**src/rtl/pipe_ctrl_if.sv**
```systemverilog
// Handshake bundle between the pipeline stages and the stall controller.
// The master side is the pipeline (hazard unit, EX, exception logic);
// the slave side is pipe_ctrl.
interface pipe_ctrl_if #(
   parameter int unsigned CNT_W  = 6,
   parameter int unsigned STAT_W = 32
);
   logic              id_stallreq_i;
   logic              ex_mc_start_i;
   logic [CNT_W-1:0]  ex_mc_cycles_i;
   logic              flush_i;
   logic [5:0]        stall_o;
   logic              ex_mc_done_o;
   logic              mc_busy_o;
   logic [STAT_W-1:0] stall_cnt_o;

   modport master (
      output id_stallreq_i,
      output ex_mc_start_i,
      output ex_mc_cycles_i,
      output flush_i,
      input  stall_o,
      input  ex_mc_done_o,
      input  mc_busy_o,
      input  stall_cnt_o
   );

   modport slave (
      input  id_stallreq_i,
      input  ex_mc_start_i,
      input  ex_mc_cycles_i,
      input  flush_i,
      output stall_o,
      output ex_mc_done_o,
      output mc_busy_o,
      output stall_cnt_o
   );
endinterface

```
**src/rtl/pipe_ctrl.sv**
```systemverilog
// Central pipeline stall controller: merges the ID load-use stall with a
// multi-cycle EX sequencer, handles flush, and counts stalled cycles.
// Outputs react to the current-cycle request, so they are decoded from the
// registered state plus inputs rather than registered themselves.
module pipe_ctrl #(
   parameter int unsigned CNT_W  = 6,
   parameter int unsigned STAT_W = 32
) (
   input  logic       clk,
   input  logic       rst,
   pipe_ctrl_if.slave bus
);

   typedef enum logic [1:0] {
      S_IDLE = 2'd0,
      S_BUSY = 2'd1,
      S_DONE = 2'd2
   } state_t;

   localparam logic [5:0] STALL_NONE = 6'b000000;
   localparam logic [5:0] STALL_EX   = 6'b001111;
   localparam logic [5:0] STALL_ID   = 6'b000111;

   localparam logic [CNT_W-1:0] CNT_ONE = CNT_W'(1);
   localparam logic [CNT_W-1:0] CNT_TWO = CNT_W'(2);

   state_t            r_state;
   logic [CNT_W-1:0]  r_cnt;
   logic [STAT_W-1:0] r_stall_cnt;

   logic              w_start_long;
   logic              w_start_two;
   logic              w_start_short;
   logic              w_ex_stall;
   logic              w_done_raw;
   logic [5:0]        w_stall;
   logic              w_done;
   logic              w_busy;
   logic              w_stat_sat;

   // Classify a start request seen in IDLE by its occupancy length.
   always_comb begin
      w_start_long  = 1'b0;
      w_start_two   = 1'b0;
      w_start_short = 1'b0;
      if (r_state == S_IDLE && bus.ex_mc_start_i) begin
         if (bus.ex_mc_cycles_i > CNT_TWO)
            w_start_long = 1'b1;
         else if (bus.ex_mc_cycles_i == CNT_TWO)
            w_start_two = 1'b1;
         else
            w_start_short = 1'b1;
      end
   end

   // EX stall and done pulse before flush/reset gating.
   always_comb begin
      w_ex_stall = w_start_long || w_start_two || (r_state == S_BUSY);
      w_done_raw = w_start_short || (r_state == S_DONE);
   end

   // Stall vector priority: reset, flush, EX hold, then ID load-use.
   always_comb begin
      w_stall = STALL_NONE;
      if (rst || bus.flush_i)
         w_stall = STALL_NONE;
      else if (w_ex_stall)
         w_stall = STALL_EX;
      else if (bus.id_stallreq_i)
         w_stall = STALL_ID;
   end

   // Done/busy status, forced low while in reset; flush also kills done.
   always_comb begin
      w_done = w_done_raw && !rst && !bus.flush_i;
      w_busy = (r_state != S_IDLE) && !rst;
   end

   assign w_stat_sat = (r_stall_cnt == '1);

   // Sequencer: tracks remaining EX occupancy of the current multi-cycle op.
   always_ff @(posedge clk) begin
      if (rst) begin
         r_state <= S_IDLE;
         r_cnt   <= '0;
      end else if (bus.flush_i) begin
         r_state <= S_IDLE;
         r_cnt   <= '0;
      end else begin
         case (r_state)
            S_IDLE: begin
               if (w_start_long) begin
                  r_cnt   <= bus.ex_mc_cycles_i - CNT_TWO;
                  r_state <= S_BUSY;
               end else if (w_start_two) begin
                  r_state <= S_DONE;
               end
            end
            S_BUSY: begin
               if (r_cnt == CNT_ONE)
                  r_state <= S_DONE;
               else
                  r_cnt <= r_cnt - CNT_ONE;
            end
            S_DONE: begin
               r_state <= S_IDLE;
            end
            default: begin
               r_state <= S_IDLE;
               r_cnt   <= '0;
            end
         endcase
      end
   end

   // Saturating count of cycles in which any stage was held.
   always_ff @(posedge clk) begin
      if (rst)
         r_stall_cnt <= '0;
      else if (w_stall != STALL_NONE && !w_stat_sat)
         r_stall_cnt <= r_stall_cnt + STAT_W'(1);
   end

   assign bus.stall_o      = w_stall;
   assign bus.ex_mc_done_o = w_done;
   assign bus.mc_busy_o    = w_busy;
   assign bus.stall_cnt_o  = r_stall_cnt;

endmodule

```
**src/flat_wrapper.sv**
```systemverilog
// flat-port wrapper written by rule: the top's interface ports become plain ports
module pipe_ctrl_flat 
#(
   parameter int unsigned CNT_W  = 6,
   parameter int unsigned STAT_W = 32
)
  (clk, rst, bus_id_stallreq_i, bus_ex_mc_start_i, bus_ex_mc_cycles_i, bus_flush_i, bus_stall_o, bus_ex_mc_done_o, bus_mc_busy_o, bus_stall_cnt_o);
  pipe_ctrl_if #(.CNT_W(CNT_W), .STAT_W(STAT_W)) bus_i ();
  input  logic clk;
  input  logic rst;
  input wire logic [$bits(bus_i.id_stallreq_i)-1:0] bus_id_stallreq_i;
  input wire logic [$bits(bus_i.ex_mc_start_i)-1:0] bus_ex_mc_start_i;
  input wire logic [$bits(bus_i.ex_mc_cycles_i)-1:0] bus_ex_mc_cycles_i;
  input wire logic [$bits(bus_i.flush_i)-1:0] bus_flush_i;
  output wire logic [$bits(bus_i.stall_o)-1:0] bus_stall_o;
  output wire logic [$bits(bus_i.ex_mc_done_o)-1:0] bus_ex_mc_done_o;
  output wire logic [$bits(bus_i.mc_busy_o)-1:0] bus_mc_busy_o;
  output wire logic [$bits(bus_i.stall_cnt_o)-1:0] bus_stall_cnt_o;
  assign bus_i.id_stallreq_i = bus_id_stallreq_i;
  assign bus_i.ex_mc_start_i = bus_ex_mc_start_i;
  assign bus_i.ex_mc_cycles_i = bus_ex_mc_cycles_i;
  assign bus_i.flush_i = bus_flush_i;
  assign bus_stall_o = bus_i.stall_o;
  assign bus_ex_mc_done_o = bus_i.ex_mc_done_o;
  assign bus_mc_busy_o = bus_i.mc_busy_o;
  assign bus_stall_cnt_o = bus_i.stall_cnt_o;
  pipe_ctrl #(.CNT_W(CNT_W), .STAT_W(STAT_W)) u_core (.clk(clk), .rst(rst), .bus(bus_i));
endmodule
```
**config.mk**
```make
export PLATFORM = sky130hd
export DESIGN_NAME = pipe_ctrl_flat
export DESIGN_NICKNAME = d
export VERILOG_FILES = /design/src/rtl/pipe_ctrl_if.sv /design/src/rtl/pipe_ctrl.sv /design/src/flat_wrapper.sv
export SDC_FILE = /design/constraint.sdc
export NUM_CORES = 1
export LEC_CHECK = 0
export CAP_MARGIN = 15
export CORE_MARGIN = 3
export CORE_UTILIZATION = 46
export DETAILED_ROUTE_END_ITERATION = 12
export DONT_BUFFER_PORTS = 1
export MAX_ROUTING_LAYER = met4
export PLACE_DENSITY = 0.71
export SLEW_MARGIN = 20
export SYNTH_ARGS = -nofsm -noshare
export SYNTH_HDL_FRONTEND = slang
export SYNTH_SLANG_ARGS = --single-unit
```
**constraint.sdc**
```tcl
create_clock -name clk -period 2.23 [get_ports clk]
set_input_delay 0.3345 -clock clk [delete_from_list [all_inputs] [get_ports clk]]
set_output_delay 0.3345 -clock clk [all_outputs]
set_load 0.1 [all_outputs]
```
==> out/results.ini, run 1 <==
[clock_tree]
clkTransAtPathRegs_ps = 80
htreeDepth = 2
post-cts-setup-buffer-count = 0
cts_inserted_buffers = 5
cts_tree = yes
clockBufferDepth = 2
cts_sinks = 40
root_buffer = clkbuf_8
clk-insertion-delay-late_ps = 290

[floorplan]
dieArea_mm2 = 0.00581
boundaryPins = 51
fp.coreArea_mm2 = 0.00456
initial_core_util_pct = 49.7
die_w_um = 76.2
die_h_um = 76.2
std_cell_rows = 24

[timing]
setup_violations = 0
setup_ws_ps = 76.8
skew_ps = 8.36
hold_violations = 0
fin_setup_tns_ps = 0
rsz0062_at_grt = false
max_slew.worst_pin.slew_ps = 539
slew_viol_final = 0
finalCritPeriodShare_pct = 96.6
slew_headroom_pct = 63.9
min_period_ps = 2150
fin_hold_ws_ps = 94.8
max_freq_mhz = 464

[drt]
final_antenna_net_count = 0
drcViolationCount = 0
vias = 2279
vias_per_cell = 5.86
first_iter_violations = 207
wire_per_inst_um = 14.7
drt_wl_total_um = 5700
drt_pass1_iterations = 4

[power]
power.leakage_nw = 0.986
report.power.total_w = 0.00145
irDropWorstVdd_uv = 374
power_density_mw_per_mm2 = 505

[global_routing]
grt_pass1_vias = 2157
grt_max_degree = 34
grt_pass1_wl_um = 9890
groute.usage.overall_pct = 20.8
overflow = 0
antenna_found_initial = 0

[worst_setup_path]
arrival_ps = 1820
cp.required_ps = 1900
startpoint_type = flop
crit_path_end_kind = output port
worstPathMaxFanout = 4
path_class = flop to output port

[status]
status = finished clean

[yosys]
syn_avg_cell_area_um2 = 8.13
syn_inst = 279
synthTopCellsByArea = dfxtp_1, a21oi_1, o31ai_1
synth_top_area_cell = dfxtp_1
synth_flop_cell = dfxtp_1
synth-edff-count = 0
ys_seq_area_share_pct = 35.3
synth_top_area_share_pct = 35.3
synthDistinctLibCells = 47
async_flop_share_pct = 0
ys_ff_latch = 40
synth_area_mm2 = 0.00227
yosysWarnings = 0

[final_layout]
multi_input_area_mm2 = 0.00137
nNetsFinal = 338
final_common_cell = buf_4
mostFrequentLayoutCells = buf_4, dfxtp_2, a21oi_1
syn_to_final_growth_pct = 26.4
seq_area_um2 = 836
final_layout_size_suffix_gt1_share_pct = 31.8
insertedDiodeCount = 0
nFillCells = 409

[min_path]
hold_path.class = primary input to flop

[placed_design]
io_buffer_count = 0
place.detailed.hpwl_um = 4300
gp_congestion = 0.824
pre_cts_ws_ps = 169

[job]
cap_viol_max_count = 0

-- registers in the layout, indices dropped and copies added (netlist names) --
signal / flops
u_core.bus.stall_cnt_o: 32
u_core.r_cnt: 6
u_core.r_state: 2
-- area by class of cell --
cell class | count | share of cell area [%]
inverter | 13 | 1.70
clock inverter | 1 | 0.262
tap | 65 | 2.84
multi-input combinational | 212 | 47.8
clock buffer | 7 | 3.01
timing repair buffer | 51 | 15.2
sequential | 40 | 29.2
-- final timing paths --
check                                                       startpoint                                      end  slack (ps)  cells past startpoint
worst max register to register  u_core.bus.stall_cnt_o[8]$_SDFFE_PP0P_  u_core.bus.stall_cnt_o[31]$_SDFFE_PP0P_         190                      6
worst max-delay path                    u_core.r_state[0]$_SDFFE_PP0P_                           bus_stall_o[1]          80                      4
worst min-delay path                                               rst  u_core.bus.stall_cnt_o[11]$_SDFFE_PP0P_          90                      1
worst min register to register            u_core.r_cnt[4]$_SDFFE_PP0P_             u_core.r_cnt[4]$_SDFFE_PP0P_         500                      2
-- cells in the mapped netlist, types with 5 or more instances --
cell type	n
or3_1	12
clkbuf_1	6
o21ai_0	16
nand4_1	10
o211ai_1	5
nand3_1	16
nor2_1	17
or4_1	12
a21oi_1	27
nor3_1	10
buf_4	5
inv_1	13
dfxtp_1	40
nand2_1	17
o31ai_1	14
-- critical path, stage by stage (launching register included) --
cell       delay (ps)
dfxtp_1           370
nor3_1            110
a2111oi_4         500
buf_4             250
buf_4             300
-- layer usage --
layer | wire, um | global-route usage, % | vias up
met1 | 2740 | 26.9 | 1053
li1 | - | - | 1143
met5 | 0 | - | -
met3 | 392 | 5.91 | 5
met4 | 46 | 4.89 | 0
met2 | 2530 | 32.2 | 78
-- report_power, final --
part | internal (W) | total (W) | leakage [nW] | switching [W]
Combinational | 0.0000697 | 0.000217 | 0.604 | 0.000148
Sequential | 0.000724 | 0.000734 | 0.337 | 0.00000992
Clock | 0.000251 | 0.000497 | 0.0445 | 0.000246
Total | 0.00104 | 0.00145 | 0.986 | 0.000403
-- logic make-up (layout without fill, tap and decap cells) --
family	after synthesis	after routing	synth area share, %
xor gates and xnor gates	4	4	1.55
other	1	2	0.165
adders and majority gates	4	4	2.21
and+or+nand+nor	116	116	28.9
buffers and inverters	28	72	5.68
AOI/OAI and AO/OA	83	83	24.7
DFF	40	40	35.3
muxes	3	3	1.43
-- per-stage QoR --
step	cell area, um2	util [%]	cells
floorplan	2330	-	280
finish	2870	62.8	389
detailed placement	2770	60.6	381
global route	2870	62.8	389
global placement	2770	60.6	381
CTS	2860	62.7	389
-- repair_timing --
item                                    CTS  global route
hold buffers                              0             0
endpoints found under the setup margin    0             7
resized for setup                         0             1
Power figures use the tool's default switching activity.
==> inputs of run 2 (changes only) <==
CORE_MARGIN = 5   (was 3)
REMOVE_ABC_BUFFERS = 1   (was default)
SKIP_CTS_REPAIR_TIMING = 1   (was default)
==> out/results.ini, run 2 (same netlist as run 1, synthesis figures left out) <==
[status]
status = finished clean

[global_routing]
grt_pass1_wl_um = 9660
grt_max_degree = 34
overflow = 0
groute.usage.overall_pct = 19.6
antenna_found_initial = 0
grt_pass1_vias = 2084

[placed_design]
dp.cells = 380
dpl_cell_area_mm2 = 0.00273
io_buffer_count = 0
place.detailed.hpwl_um = 4390
gp_congestion = 0.886
pre_cts_ws_ps = 29.7

[worst_setup_path]
path_class = flop to flop
startpoint_type = flop
crit_path_end_kind = flop
worstPathMaxFanout = 15
arrival_ps = 2290
cp.required_ps = 2420

[job]
cap_viol_max_count = 0

[final_layout]
mostFrequentLayoutCells = buf_4, dfxtp_1, a21oi_1
syn_to_final_growth_pct = 28.0
final_common_cell = buf_4
fin_area_mm2 = 0.00290
stdcell_count = 392
final_layout_size_suffix_gt1_share_pct = 24.0
largest_register_ffs = 32
insertedDiodeCount = 0
nNetsFinal = 339

[timing]
finalCritPeriodShare_pct = 94.4
max_freq_mhz = 475
fin_hold_ws_ps = 96.7
skew_ps = 5.89
max_slew.worst_pin.slew_ps = 555
setup_ws_ps = 126
rsz0062_at_grt = false
slew_headroom_pct = 62.7
fin_setup_tns_ps = 0
slew_viol_final = 0
hold_violations = 0
min_period_ps = 2100
setup_violations = 0

[floorplan]
dieArea_mm2 = 0.00643
initial_core_util_pct = 47.7
std_cell_rows = 25
die_h_um = 80.2
fp.coreArea_mm2 = 0.00475
boundaryPins = 51
die_w_um = 80.2

[clock_tree]
root_buffer = clkbuf_8
clockBufferDepth = 2
cts_tree = yes
clkTransAtPathRegs_ps = 80
htreeDepth = 2
cts_inserted_buffers = 5
cts_sinks = 40
clk-insertion-delay-late_ps = 300

[drt]
drt_wl_total_um = 5960
vias = 2278
drcViolationCount = 0
wire_per_inst_um = 15.2
vias_per_cell = 5.81
first_iter_violations = 196
final_antenna_net_count = 0
drt_pass1_iterations = 4

[power]
power_density_mw_per_mm2 = 555
power.leakage_nw = 1.02
irDropWorstVdd_uv = 492

[min_path]
hold_path.class = primary input to flop

==> run 2: final timing paths <==
check	start	to	slack, ps	cells after the start
max	u_core.bus.stall_cnt_o[8]$_SDFFE_PP0P_	u_core.bus.stall_cnt_o[8]$_SDFFE_PP0P_	130	7
min	rst	u_core.bus.stall_cnt_o[9]$_SDFFE_PP0P_	100	1
max reg2reg	u_core.bus.stall_cnt_o[8]$_SDFFE_PP0P_	u_core.bus.stall_cnt_o[8]$_SDFFE_PP0P_	130	7
min reg2reg	u_core.r_cnt[4]$_SDFFE_PP0P_	u_core.r_cnt[4]$_SDFFE_PP0P_	520	2
==> run 2: area by class of cell <==
cell class | instances | area [um2]
Inverter | 13 | 48.8
Multi-Input combinational cell | 212 | 1370
Tap cell | 67 | 83.8
Fill cell | 397 | 1850
Timing Repair Buffer | 52 | 472
Clock buffer | 7 | 96.3
Clock inverter | 1 | 30.0
Sequential cell | 40 | 801
==> run 2: through the flow <==
| step | power [W] | utilization (%) |
|---|---|---|
| after detailed placement | 0.000964 | 57.3 |
| after CTS | 0.00162 | 60.0 |
| after global placement | 0.000960 | 57.3 |
| after floorplan | 0.000906 | - |
| after global routing | 0.00167 | 61.0 |
| final | 0.00161 | 61.0 |
==> run 2: layer usage <==
layer	global-route usage (%)	share of wire, %	vias up
li1	-	-	1151
met1	23.2	42	1038
met2	31.5	48	76
met3	4.71	7.0	13
met4	8.45	2.4	0
met5	-	0	-
==> run 2: power breakdown <==
part	internal, W	total [W]	switching, W
registers	0.000723	0.000732	0.00000892
clock network	0.000395	0.000658	0.000263
logic	0.0000724	0.000220	0.000147
==> run 2: critical path, cell delays in order, from the launching register on <==
cell and delay, ps:
dfxtp_1 330, buf_4 310, nand4_1 190, or2_2 350, o31ai_4 240, buf_4 230
nor4_1 70, mux2_2 280
==> inputs of run 3 (changes only) <==
SKIP_CTS_REPAIR_TIMING = default   (was 1)
==> out/results.ini, run 3 (same netlist as run 1, synthesis figures left out) <==
[worst_setup_path]
cp.required_ps = 2420
path_class = flop to flop
arrival_ps = 2290
crit_path_end_kind = flop
startpoint_type = flop
worstPathMaxFanout = 15
cpMostUsedCell = buf_4
worstPathCellList = buf_4 -> nand4_1 -> or2_2 -> o31ai_4 -> buf_4 -> nor4_1 -> mux2_2
slowest_stage = or2_2
crit_buf_inv = 2
max_stage_delay_ps = 350
cpLargestDelayFamily = simple AND/OR/NAND/NOR gates

[timing]
hold_violations = 0
max_freq_mhz = 475
min_period_ps = 2100
max_slew.worst_pin.slew_ps = 559
rsz0062_at_grt = false
skew_ps = 6.18
fin_setup_tns_ps = 0
fin_hold_ws_ps = 95.9
slew_headroom_pct = 62.4
finalCritPeriodShare_pct = 94.4
slew_viol_final = 0
setup_violations = 0

[min_path]
hold_path.class = primary input to flop

[drt]
vias = 2303
wire_per_inst_um = 15.2
drt_wl_total_um = 5970
final_antenna_net_count = 0
vias_per_cell = 5.88
drcViolationCount = 0
first_iter_violations = 187
drt_pass1_iterations = 4

[final_layout]
final_layout_size_suffix_gt1_share_pct = 24.0
mostFrequentLayoutCells = buf_4, dfxtp_1, a21oi_1
nNetsFinal = 339
insertedDiodeCount = 0
largest_register_ffs = 32
syn_to_final_growth_pct = 28.0
nFillCells = 397
multi_input_area_mm2 = 0.00137
final_common_cell = buf_4
seq_area_um2 = 801

[power]
power.leakage_nw = 1.02
power_density_mw_per_mm2 = 555
irDropWorstVdd_uv = 497

[clock_tree]
root_buffer = clkbuf_8
clockBufferDepth = 2
clkTransAtPathRegs_ps = 80
cts_sinks = 40
htreeDepth = 2
cts_inserted_buffers = 5
cts_tree = yes
clk-insertion-delay-late_ps = 300

[floorplan]
boundaryPins = 51
initial_core_util_pct = 47.7
std_cell_rows = 25
die_w_um = 80.2
fp.coreArea_mm2 = 0.00475
dieArea_mm2 = 0.00643
die_h_um = 80.2

[global_routing]
grt_pass1_wl_um = 9710
groute.usage.overall_pct = 19.6
grt_pass1_vias = 2103
antenna_found_initial = 0
grt_max_degree = 34
overflow = 0

[placed_design]
io_buffer_count = 0
gp_congestion = 0.886
place.detailed.hpwl_um = 4390

[job]
cap_viol_max_count = 0

[status]
status = finished clean

-- run 3: cell counts in the layout (fill, tap and decap cells not counted) --
Identical to the previous run, type by type.
-- run 3: path summary, 6_finish.rpt --
kind	start	to	slack, ps	depth (start not counted)
max reg2reg	u_core.bus.stall_cnt_o[8]$_SDFFE_PP0P_	u_core.bus.stall_cnt_o[8]$_SDFFE_PP0P_	130	7
min	rst	u_core.bus.stall_cnt_o[9]$_SDFFE_PP0P_	100	1
min reg2reg	u_core.r_cnt[4]$_SDFFE_PP0P_	u_core.r_cnt[4]$_SDFFE_PP0P_	520	2
max	u_core.bus.stall_cnt_o[8]$_SDFFE_PP0P_	u_core.bus.stall_cnt_o[8]$_SDFFE_PP0P_	130	7
-- run 3: routing by layer --
layer | GRT usage, % | wire, um | vias to the layer above | part of all wire (%)
li1 | - | - | 1150 | -
met1 | 23.2 | 2580 | 1064 | 43
met2 | 31.7 | 2830 | 73 | 47
met3 | 4.71 | 386 | 16 | 6.5
met4 | 8.61 | 174 | 0 | 2.9
met5 | - | 0 | - | 0
-- run 3: layout make-up --
class,instances,area share (%)
inverters,13,1.68
flip-flops and latches,40,27.6
multi-input cells,212,47.2
clock inverters,1,1.03
well taps,67,2.89
clock buffers,7,3.32
repair buffers,52,16.3
-- run 3: power breakdown --
| part | leakage (nW) | internal (W) | switching, W |
|---|---|---|---|
| logic | 0.633 | 0.0000723 | 0.000148 |
| registers | 0.323 | 0.000723 | 0.00000911 |
| clock network | 0.0645 | 0.000395 | 0.000263 |
-- run 3: per-stage QoR --
stage | instances | util [%] | instance area [um2] | total power [W] | setup WS, ps
finish | 392 | 61.0 | 2900 | 0.00161 | 125
global route | 392 | 61.0 | 2900 | 0.00167 | 10.1
CTS | 389 | 60.3 | 2870 | 0.00162 | 24.9
detailed placement | 380 | 57.3 | 2730 | 0.000964 | 29.7
global placement | 380 | 57.3 | 2730 | 0.000960 | 109
floorplan | 265 | - | 2190 | 0.000906 | -3090
-- run 3: timing repair --
action	CTS	global route
pin swaps	1	3
hold buffers	0	0
hold endpoints to repair	0	0
resized for setup	2	2
buffers inserted	1	3
endpoints found under the setup margin	5	13
